## src/rtl/fetch_bundle_fifo.sv

```systemverilog
// Fetch bundle queue: stores whole bundles, but each lane of the head can be consumed independently.
// Latency is 1 cycle from push to head, with no fall-through. accept_o reflects registered fullness only.
module fetch_bundle_fifo #(
    parameter int LANES      = 2,
    parameter int DEPTH      = 4,
    parameter int OPC_INFO_W = 12,
    localparam int ADDR_W    = $clog2(DEPTH),
    localparam int COUNT_W   = ADDR_W + 1,
    localparam int OFS_W     = $clog2(LANES * 4)
) (
    input  logic                          clk_i,
    input  logic                          rst_i,
    input  logic                          flush_i,
    input  logic                          push_i,
    input  logic [31:0]                   pc_in_i,
    input  logic [LANES-1:0]              pred_in_i,
    input  logic [LANES*32-1:0]           data_in_i,
    input  logic [LANES*OPC_INFO_W-1:0]   info_in_i,
    output logic                          accept_o,
    output logic [LANES-1:0]              valid_o,
    output logic [LANES*32-1:0]           pc_o,
    output logic [LANES*32-1:0]           data_o,
    output logic [LANES*OPC_INFO_W-1:0]   info_o,
    input  logic [LANES-1:0]              pop_i,
    output logic [COUNT_W-1:0]            level_o
);

    localparam logic [31:0] OFS_MASK = 32'(LANES * 4 - 1);

    logic [ADDR_W-1:0]           rd_ptr_q, rd_ptr_d, wr_ptr_q, wr_ptr_d;
    logic [COUNT_W-1:0]          count_q, count_d;
    logic [LANES-1:0]            vld_q  [DEPTH];
    logic [31:0]                 pc_q   [DEPTH];
    logic [LANES*32-1:0]         data_q [DEPTH];
    logic [LANES*OPC_INFO_W-1:0] info_q [DEPTH];

    logic                        not_empty, do_push, do_retire;
    logic [LANES-1:0]            head_vld, pop_eff, head_vld_d, in_vld;
    logic [31:0]                 first_lane;
    logic                        blocked;

    assign not_empty  = (count_q != '0);
    assign accept_o   = (count_q != COUNT_W'(DEPTH));
    assign do_push    = push_i & accept_o & ~flush_i;
    assign head_vld   = vld_q[rd_ptr_q];
    assign valid_o    = not_empty ? head_vld : '0;
    assign pop_eff    = pop_i & valid_o;
    assign head_vld_d = head_vld & ~pop_eff;
    assign do_retire  = not_empty & ~flush_i & (head_vld_d == '0);
    assign data_o     = data_q[rd_ptr_q];
    assign info_o     = info_q[rd_ptr_q];
    assign level_o    = count_q;

    // Lanes before the fetch offset and after the first predicted-taken lane are dead.
    always_comb begin
        in_vld     = '0;
        blocked    = 1'b0;
        first_lane = (pc_in_i >> 2) & OFS_MASK[31:2] ;
        for (int k = 0; k < LANES; k++) begin
            if (32'(k) >= first_lane && !blocked) begin
                in_vld[k] = 1'b1;
                if (pred_in_i[k]) blocked = 1'b1;
            end
        end
    end

    always_comb begin
        pc_o = '0;
        for (int k = 0; k < LANES; k++) begin
            pc_o[32*k +: 32] = (pc_q[rd_ptr_q] & ~OFS_MASK) | 32'(k * 4);
        end
    end

    always_comb begin
        rd_ptr_d = rd_ptr_q;
        wr_ptr_d = wr_ptr_q;
        count_d  = count_q;
        if (flush_i) begin
            rd_ptr_d = '0;
            wr_ptr_d = '0;
            count_d  = '0;
        end else begin
            if (do_push)   wr_ptr_d = wr_ptr_q + ADDR_W'(1);
            if (do_retire) rd_ptr_d = rd_ptr_q + ADDR_W'(1);
            if (do_push && !do_retire)      count_d = count_q + COUNT_W'(1);
            else if (!do_push && do_retire) count_d = count_q - COUNT_W'(1);
        end
    end

    always_ff @(posedge clk_i or posedge rst_i) begin
        if (rst_i) begin
            rd_ptr_q <= '0;
            wr_ptr_q <= '0;
            count_q  <= '0;
            for (int i = 0; i < DEPTH; i++) begin
                vld_q[i]  <= '0;
                pc_q[i]   <= '0;
                data_q[i] <= '0;
                info_q[i] <= '0;
            end
        end else begin
            rd_ptr_q <= rd_ptr_d;
            wr_ptr_q <= wr_ptr_d;
            count_q  <= count_d;
            if (flush_i) begin
                for (int i = 0; i < DEPTH; i++) vld_q[i] <= '0;
            end else begin
                // Head and tail slots differ whenever both are active (never empty and full at once).
                if (not_empty) vld_q[rd_ptr_q] <= head_vld_d;
                if (do_push) begin
                    vld_q[wr_ptr_q]  <= in_vld;
                    pc_q[wr_ptr_q]   <= pc_in_i;
                    data_q[wr_ptr_q] <= data_in_i;
                    info_q[wr_ptr_q] <= info_in_i;
                end
            end
        end
    end

endmodule
```

## config.mk

```make
export PLATFORM = sky130hd
export DESIGN_NAME = fetch_bundle_fifo
export DESIGN_NICKNAME = d
export VERILOG_FILES = /design/src/rtl/fetch_bundle_fifo.sv
export SDC_FILE = /design/constraint.sdc
export NUM_CORES = 1
export LEC_CHECK = 0
export ABC_CLOCK_PERIOD_IN_PS = 53300
export BUFFER_PORTS_ARGS = -buffer_cell sky130_fd_sc_hd__buf_2
export CAP_MARGIN = 15
export CORE_ASPECT_RATIO = 1.75
export CORE_UTILIZATION = 62
export DETAILED_ROUTE_END_ITERATION = 8
export GPL_TIMING_DRIVEN = 1
export PLACE_DENSITY = 0.92
export SYNTH_ARGS = -nofsm -noshare
export SYNTH_HDL_FRONTEND = slang
export SYNTH_SLANG_ARGS = --single-unit
```

## constraint.sdc

```tcl
create_clock -name clk_i -period 53.3 [get_ports clk_i]
set_input_delay 13.325 -clock clk_i [delete_from_list [all_inputs] [get_ports clk_i]]
set_output_delay 13.325 -clock clk_i [all_outputs]
set_load 0.02 [all_outputs]
```

* Word level (Yosys, flattened, before mapping)
Index checks and enable logic that the tools add are counted.
** Cells by class
- Eq/ne operators :: 1
- $add $sub $neg :: 4
- Magnitude comparators :: 6
- Bitwise operators :: 10
- Muxes and demuxes :: 43
- Reductions and logical operators :: 14
** Operator list (count)
- bitwise mux 256 bit :: 1
- two-way mux 64 bit :: 3
- binary-select mux 64 bit (select 2 bit) :: 1
- bitwise mux 128 bit :: 1
- demux 64 bit (select 2 bit) :: 1
- bitwise mux 96 bit :: 1
- two-way mux 32 bit :: 3
- two-way mux 24 bit :: 3
- binary-select mux 32 bit (select 2 bit) :: 1
- demux 32 bit (select 2 bit) :: 1
- binary-select mux 24 bit (select 2 bit) :: 1
- demux 24 bit (select 2 bit) :: 1
- two-way mux 8 bit :: 4
- two-way mux 2 bit :: 9
- bitwise mux 8 bit :: 2
- two-way mux 3 bit :: 3
- demux 2 bit (select 2 bit) :: 2
- greater-or-equal comparator 3 bit (second input constant) :: 2
- less-than comparator 3 x 1 -> 1 bit (second input constant) :: 2
- NOT 2 -> 3 bit :: 2
- nonzero test 3 bit :: 2
- logical AND 1 bit :: 5
- adder 2 x 1 -> 2 bit (second input constant) :: 2
- bitwise AND 1 bit :: 4
- other kinds (13) :: 21
** Storage, ports and cells
- Word-level logic and storage cells :: 97
- Flip-flop bits (word level) :: 495

* Logic depth before layout (Yosys ltp)
Gate-level depths: netlist of run 1.
- Depth after elaboration :: 14
- Gate-level depth with buffers :: 10

* Worst setup path after synthesis of run 1
Ideal clock, no wire load.
- Path kind :: reg2out
- From :: register rd_ptr_q[0]
- To :: output pc_o[35]
- Path slack :: 37933 ps
- Cell stages (with the launch flop) :: 6
- Required time :: 39975 ps
- Buffers on the path :: 4
- Arrival :: 2042 ps
- Cell sequence :: dfrtp_1 buf_2 buf_2 buf_1 mux4_2 buf_4
** On the way
- Longest elaborated chain between the ends :: 4
** RTL lines
- start: declaration :: line 30 : logic [ADDR_W-1:0] rd_ptr_q, rd_ptr_d, wr_ptr_q, wr_ptr_d;
- start signal: assignment :: line 102 : rd_ptr_q <= rd_ptr_d;
- NOT 2 -> 3 bit
- binary-select mux 32 bit (select 2 bit)
- two-way mux 32 bit (2 in series)
- end: declaration :: line 21 : output logic [LANES*32-1:0] pc_o,
No other way between the ends. The select of a mux whose other input is x is not followed.

* Worst setup path after layout of run 1
- From :: register rd_ptr_q[0]
- To :: output pc_o[57]
** On the way
- Longest elaborated chain between the ends :: 4
** RTL lines
- NOT 2 -> 3 bit (implied by the code) :: line 70 : pc_o[32*k +: 32] = (pc_q[rd_ptr_q] & ~OFS_MASK) | 32'(k * 4);
- binary-select mux 32 bit (select 2 bit) :: line 70
- two-way mux 32 bit (implied by the code) (2 in series) :: line 70
No other way between the ends. The select of a mux whose other input is x is not followed.

==> run_results.csv, run 1 <==
group,metric,value,unit
synthesis,synth_common_cells,"dfrtp_1, mux2_1, mux4_2",
synthesis,yosysUniqueCellTypes,35,
setup_path,crit_fanout,45,
pwr,clkPwrFrac,19.2,%
pwr,powerDensity,67.1,nW/um^2
pwr,p_comb_share,41.1,%
clock_tree,insertion_delay,0.55,ns
setup_path,reg2regPathDepth,5,
pwr,power_leakage,11.4,nW
synthesis,synth-simple-area-share,1.33,%
setup_path,critPathCaptureType,"primary output",
synthesis,synth_top_family_by_area,"multiplexers",
layout,instances_no_fill,2009,
timing,rsz0062_at_grt,"false",
timing,period_minus_slack,16.62,ns
routing,ant_nets,0,
floorplanning,pin_count,286,
synthesis,muxShareOfSynthArea,37.3,%
synthesis,yosysMostFrequentCell,"dfrtp_1",
routing,drt_iter0_drc,440,
clock_tree,clock_sinks,483,
setup_path,slowest_delay,1.02,ns
timing,holdWs,0.486,ns
timing,tightest_slew,1.05,ns
synthesis,synth.area.top_cells,"dfrtp_1, mux2_1, mux4_2",
synthesis,post-synth-top-area-fraction,56.3,%
layout,syn_to_final_growth,13.0,%
floorplanning,fp.dieH,248,um
routing,drc,0,
routing,num_vias,11800,
pwr,internal-power,1.04,mW
synthesis,synthCells,1291,
min_path,min_path_type,"register to register",
timing,fin_crit_sh,31.2,%
setup_path,worstReg2RegStart,"level_o[0]",
setup_path,critPathBufInv,2,
clock_tree,cts.clk_slew.worst_paths,0.06,ns
grt,antenna_found_initial,12,
timing,setup_viol,0,
min_path,hold_path_end,"pc_q[42]",
setup_path,r2r_end,"pc_q[114]",
setup_path,path_class,"register to primary output",
setup_path,cp-start-kind,"register",
floorplanning,die_w,143,um
routing,via_per_inst,5.88,
timing,skew,0.0231,ns
synthesis,seq_area_frac_synth,56.3,%
timing,hold_viol,0,
floorplanning,die_area,35400,sq um
run_status,status,"finished clean",
placement,dp.cells,1921,
routing,drt_wl_total,43800,um
layout,fin_area,24300,sq um
placement,gp_congestion,0.759,
run,cap_viol_max_count,0,
setup_path,crit_start,"rd_ptr_q[0]",
synthesis,yosys_warnings,0,
setup_path,ff2ff_setup_slack,49.93,ns
timing,relSlewSlack,30.2,%
clock_tree,cts_setup_buffers,0,
floorplanning,core_area,34000,sq um
clock_tree,cts_tree,"done",
synthesis,synthArstFlopShare,100,%
layout,drive_gt1_share,37.0,%
pwr,total_power,1.63,mW
timing,fin_ws,36.68,ns
layout,final_nets,1648,
clock_tree,root_buffer,"clkbuf_16",
synthesis,yosysTopAreaCell,"dfrtp_1",
min_path,hp-start,"pc_q[42]",
placement,place_area,22800,sq um
routing,drtPass1Iterations,4,
timing,final-max-slew-violation-count,0,
synthesis,netlist_area,21500,sq um
clock_tree,cts_resized,0,
setup_path,required,39.98,ns
min_path,hold-path-cell-count,1,
pwr,p_sw_share,36.1,%
clock_tree,clk_path_buf_depth,3,
clock_tree,numCtsBuffers,43,
setup_path,worstPathArrival,3.30,ns
setup_path,cp_top_family,"flip-flops",
grt,overflow,0,
grt,track_usage,26.0,%
timing,fmax,0.0602,GHz
pwr,p_sw,0.588,mW
setup_path,path_cells,"buf_4, mux4_2, buf_2",
synthesis,synth_fa_ha_area_share,0.559,%
clock_tree,cts_max_level,2,
placement,pre_cts_slack,37.09,ns
synthesis,synth_xor_area_share,0.0816,%
grt,grt_pass1_vias,13200,
placement,hpwl,28200,um
synthesis,synth_top_flop_cell,"dfrtp_1",
grt,grt_max_degree,189,
synthesis,ys_ff_latch,483,
routing,post_drt_wl_per_cell,21.8,um
synthesis,synth_compound_area_share,0.612,%
placement,io_buffer_count,276,
synthesis,synth_area_per_cell,16.6,sq um
floorplanning,core.rowCount,89,
grt,grt_pass1_wl,70700,um
floorplanning,initial_core_util,63.2,%
setup_path,crit_slowest_cell,"dfrtp_4",
pwr,ir_worst_vdd,0.0403,mV
layout,postLayoutCoreUtil,71.5,%
clock_tree,ctsHoldBuffers,0,
pwr,p_seq_share,39.7,%
setup_path,path_depth,3,
timing,fin_setup_tns,0,ns
synthesis,synth-edff-count,0,
[layout make-up]
cell class | instances | area [sq um]
clock buffers | 61 | 1270
fillers | 2035 | 9690
inverters | 10 | 45.0
well taps | 455 | 569
repair buffers | 289 | 1490
diodes | 13 | 32.5
multi-input cells | 684 | 8610
clock inverters | 14 | 153
flip-flops and latches | 483 | 12100
[cell families after synthesis]
group / after synthesis
AOI/OAI and AO/OA: 17
xor gates and xnor gates: 2
adders and majority gates: 9
buffers and inverters: 128
DFF: 483
muxes: 593
other: 2
and+or+nand+nor: 57
[how the worst max path moves through the flow]
stage / end
after CTS: pc_o[57]
after floorplan: data_q[0]
final: pc_o[57]
after global placement: pc_o[57]
after global routing: pc_o[57]
after detailed placement: data_q[166]
[layer usage]
| layer | GRT usage [%] | vias to the layer above | routed length (um) |
|---|---|---|---|
| met5 | 0 | - | 0 |
| met4 | 13.7 | 0 | 1810 |
| met3 | 4.83 | 101 | 2030 |
| met2 | 46.2 | 290 | 24000 |
| met1 | 29.8 | 6236 | 16000 |
| li1 | - | 5178 | - |
[cells in the final DEF (no fill, tap or decap), types with 2 or more instances in the layout]
cell / n
a22o_1: 2
a311oi_1: 8
and2_1: 2
and3_1: 4
buf_2: 276
buf_4: 12
bufinv_16: 3
clkbuf_1: 5
clkbuf_16: 43
clkbuf_8: 13
clkinv_2: 9
conb_1: 6
dfrtp_1: 481
dfrtp_4: 2
diode_2: 13
ha_1: 8
inv_1: 9
inv_6: 2
mux2_1: 388
mux2_2: 84
mux2i_1: 3
mux4_2: 118
nand2_1: 12
nand2_4: 4
nand2b_1: 2
nand3_1: 9
nand3b_1: 2
nor2_1: 15
nor3_1: 2
o21ai_0: 3
xnor2_1: 2
[state kept, by name, summed over array words and instances (netlist names)]
register and count:
wr_ptr_q 2, vld_q 8, data_q 256, pc_q 116, info_q 96, level_o 3, rd_ptr_q 2
[power by group through the flow]
stage	clock [mW]	combinational (mW)	sequential [mW]
floorplan	0	0.537	0.602
global placement	0	0.651	0.633
detailed placement	0	0.672	0.653
CTS	0.319	0.677	0.647
global route	0.332	0.713	0.670
finish	0.313	0.669	0.646
(Power assumes the default switching activity.)
==> run 2: changes to the inputs <==
==> config.mk (replaced) <==
export PLATFORM = sky130hd
export DESIGN_NAME = fetch_bundle_fifo
export DESIGN_NICKNAME = d
export VERILOG_FILES = /design/src/rtl/fetch_bundle_fifo.sv
export SDC_FILE = /design/constraint.sdc
export NUM_CORES = 1
export LEC_CHECK = 0
export ABC_CLOCK_PERIOD_IN_PS = 15100
export BUFFER_PORTS_ARGS = -buffer_cell sky130_fd_sc_hd__buf_2
export CAP_MARGIN = 15
export CORE_ASPECT_RATIO = 1.75
export CORE_UTILIZATION = 52
export DETAILED_ROUTE_END_ITERATION = 8
export GPL_TIMING_DRIVEN = 1
export PLACE_DENSITY = 0.83
export SYNTH_ARGS = -nofsm -noshare
export SYNTH_HDL_FRONTEND = slang
export SYNTH_SLANG_ARGS = --single-unit
==> constraint.sdc (replaced) <==
create_clock -name clk_i -period 15.1 [get_ports clk_i]
set_input_delay 3.775 -clock clk_i [delete_from_list [all_inputs] [get_ports clk_i]]
set_output_delay 3.775 -clock clk_i [all_outputs]
set_load 0.02 [all_outputs]
==> run 2 against run 1 <==
Power rose to 3.5 times the previous value. Wire length rose by 1.9%. Core utilization fell by 12 points. Clock power rose to 3.6 times the previous value. Final cell count rose by 4.7%. Non-clock buffer count did not move. Die area rose by 19%. Clock skew fell by 0.0081 ns. Register-to-register slack got worse by 39 ns. Critical path depth rose by 1. Via count rose by 0.47%. Critical path type unchanged. Largest power group unchanged.
==> run_results.csv, run 2 (same netlist as run 1, synthesis figures left out) <==
group,metric,value,unit
run_status,status,"finished clean",
timing,fin_crit_sh,48.6,%
floorplanning,fp.dieH,271,um
floorplanning,core_area,40800,sq um
timing,rsz0062_at_grt,"false",
grt,grt_pass1_wl,73100,um
setup_path,critPathCaptureType,"primary output",
clock_tree,insertion_delay,0.54,ns
pwr,p_sw,2.07,mW
grt,grt_max_degree,207,
timing,fmax,0.136,GHz
routing,num_vias,11900,
placement,hpwl,27900,um
grt,overflow,0,
pwr,ir_worst_vdd,0.169,mV
pwr,clkPwrFrac,19.7,%
pwr,power_leakage,11.4,nW
placement,dp.cells,2016,
timing,final-max-slew-violation-count,0,
setup_path,critPathMostFrequentCell,"buf_4",
floorplanning,initial_core_util,52.6,%
setup_path,path_cells,"buf_4, buf_4, mux4_2, buf_2",
timing,fin_ws,7.76,ns
pwr,p_sw_share,35.9,%
grt,met3_usage,4.02,%
min_path,hold_path_end,"pc_q[57]",
setup_path,path_class,"register to primary output",
placement,gp_congestion,0.743,
setup_path,ff2ff_setup_slack,11.40,ns
layout,final_cell_mix,"dfrtp_1, mux2_1, buf_2, mux4_2, mux2_2",
clock_tree,cts_tree,"done",
layout,instances_no_fill,2104,
run,cap_viol_max_count,0,
pwr,internal-power,3.70,mW
setup_path,crit_slowest_cell,"dfrtp_4",
floorplanning,die_area,42100,sq um
routing,drt_iter0_drc,577,
grt,use_met1,25.5,%
pwr,powerDensity,236,nW/um^2
placement,pre_cts_slack,8.19,ns
pwr,p_seq_share,39.0,%
setup_path,worstPathArrival,3.56,ns
grt,use_met2,39.7,%
layout,layout_commonest_cell,"dfrtp_1",
layout,drive_gt1_share,36.8,%
timing,hold_viol,0,
timing,relSlewSlack,24.1,%
routing,drtPass1Iterations,4,
min_path,min_path_type,"register to register",
setup_path,required,11.32,ns
placement,io_buffer_count,276,
routing,drt_wl_total,44700,um
clock_tree,cts_setup_buffers,0,
grt,antenna_found_initial,11,
clock_tree,clk_path_buf_depth,3,
clock_tree,clock_sinks,483,
clock_tree,numCtsBuffers,43,
floorplanning,die_w,156,um
min_path,hp-start,"pc_q[57]",
layout,largest_reg_flops,256,
layout,top_register,"data_q",
timing,holdWs,0.484,ns
timing,skew,0.0151,ns
layout,final_nets,1648,
timing,tightest_slew,1.14,ns
min_path,hold-path-cell-count,1,
clock_tree,cts_max_level,2,
routing,via_per_inst,5.64,
routing,drc,0,
setup_path,slowest_delay,0.81,ns
setup_path,r2r_end,"level_o[2]",
routing,post_drt_wl_per_cell,21.2,um
grt,track_usage,22.2,%
layout,reg_top3,"data_q: 256 flops, pc_q: 116 flops, info_q: 96 flops",
layout,syn_to_final_growth,13.8,%
timing,period_minus_slack,7.34,ns
grt,grt_pass1_vias,13700,
timing,setup_viol,0,
setup_path,worstReg2RegStart,"rd_ptr_q[1]",
clock_tree,root_buffer,"clkbuf_16",
pwr,p_comb_share,41.3,%
floorplanning,pin_count,286,
timing,fin_setup_tns,0,ns
setup_path,crit_fanout,39,
floorplanning,core.rowCount,98,
setup_path,reg2regPathDepth,9,
setup_path,cp-start-kind,"register",
grt,grt.busiest_layer,"met2",
clock_tree,ctsHoldBuffers,0,
routing,ant_nets,0,
clock_tree,cts_resized,0,
clock_tree,cts.clk_slew.worst_paths,0.07,ns
==> run 2: cell count changes in the layout (fill, tap and decap cells not counted) <==
cell,delta
clkbuf_1,+5
clkbuf_8,-3
diode_2,-3
clkbuf_16,+2
clkinv_2,-2
clkinvlp_4,+2
inv_6,-2
buf_12,+1
buf_4,-1
bufinv_16,+1
clkinv_4,+1
inv_8,-1
==> run 2: power groups by stage <==
| stage | Sequential, mW | Combinational, mW | Clock [mW] |
|---|---|---|---|
| after floorplan | 2.13 | 1.90 | 0 |
| after global placement | 2.20 | 2.34 | 0 |
| after detailed placement | 2.28 | 2.40 | 0 |
| after CTS | 2.26 | 2.42 | 1.17 |
| after global routing | 2.33 | 2.55 | 1.22 |
| final | 2.25 | 2.38 | 1.14 |
==> run 2: layout make-up <==
class | instances | area, sq um
clock inverters | 13 | 171
diodes | 10 | 25.0
fillers | 3022 | 16400
multi-input cells | 684 | 8610
inverters | 10 | 41.3
clock buffers | 65 | 1300
flip-flops and latches | 483 | 12100
repair buffers | 289 | 1500
well taps | 550 | 688
==> run 2: how the worst max path moves through the flow <==
stage,startpoint,end,slack (ns),depth (start not counted)
finish,rd_ptr_q[0],pc_o[61],7.76,4
global route,rd_ptr_q[0],pc_o[61],7.47,4
CTS,rd_ptr_q[0],pc_o[61],7.61,4
detailed placement,rd_ptr_q[0],pc_o[61],8.19,4
global placement,rd_ptr_q[0],pc_o[29],8.21,4
floorplan,rst_i,data_q[0],4.78,1
==> run 2: metal layers <==
metal / part of all wire, % / up-vias
met4: 3.4 / 2
li1: - / 5171
met5: 0.038 / -
met1: 39 / 6343
met3: 4.4 / 84
met2: 54 / 261
==> run 2: critical path: cells and delay by family (launching register included) <==
kind,cells,cell delay (ns)
mux,1,0.63
buf+inv,3,1.53
flops,1,0.81
==> run 2: per-stage QoR <==
stage               utilization (%)  cell area, sq um  power (mW)
global route                   59.8             24400        6.09
finish                         59.8             24400        5.77
global placement               56.2             22900        4.55
detailed placement             56.2             22900        4.68
floorplan                         -             21500        4.02
CTS                            59.8             24400        5.84
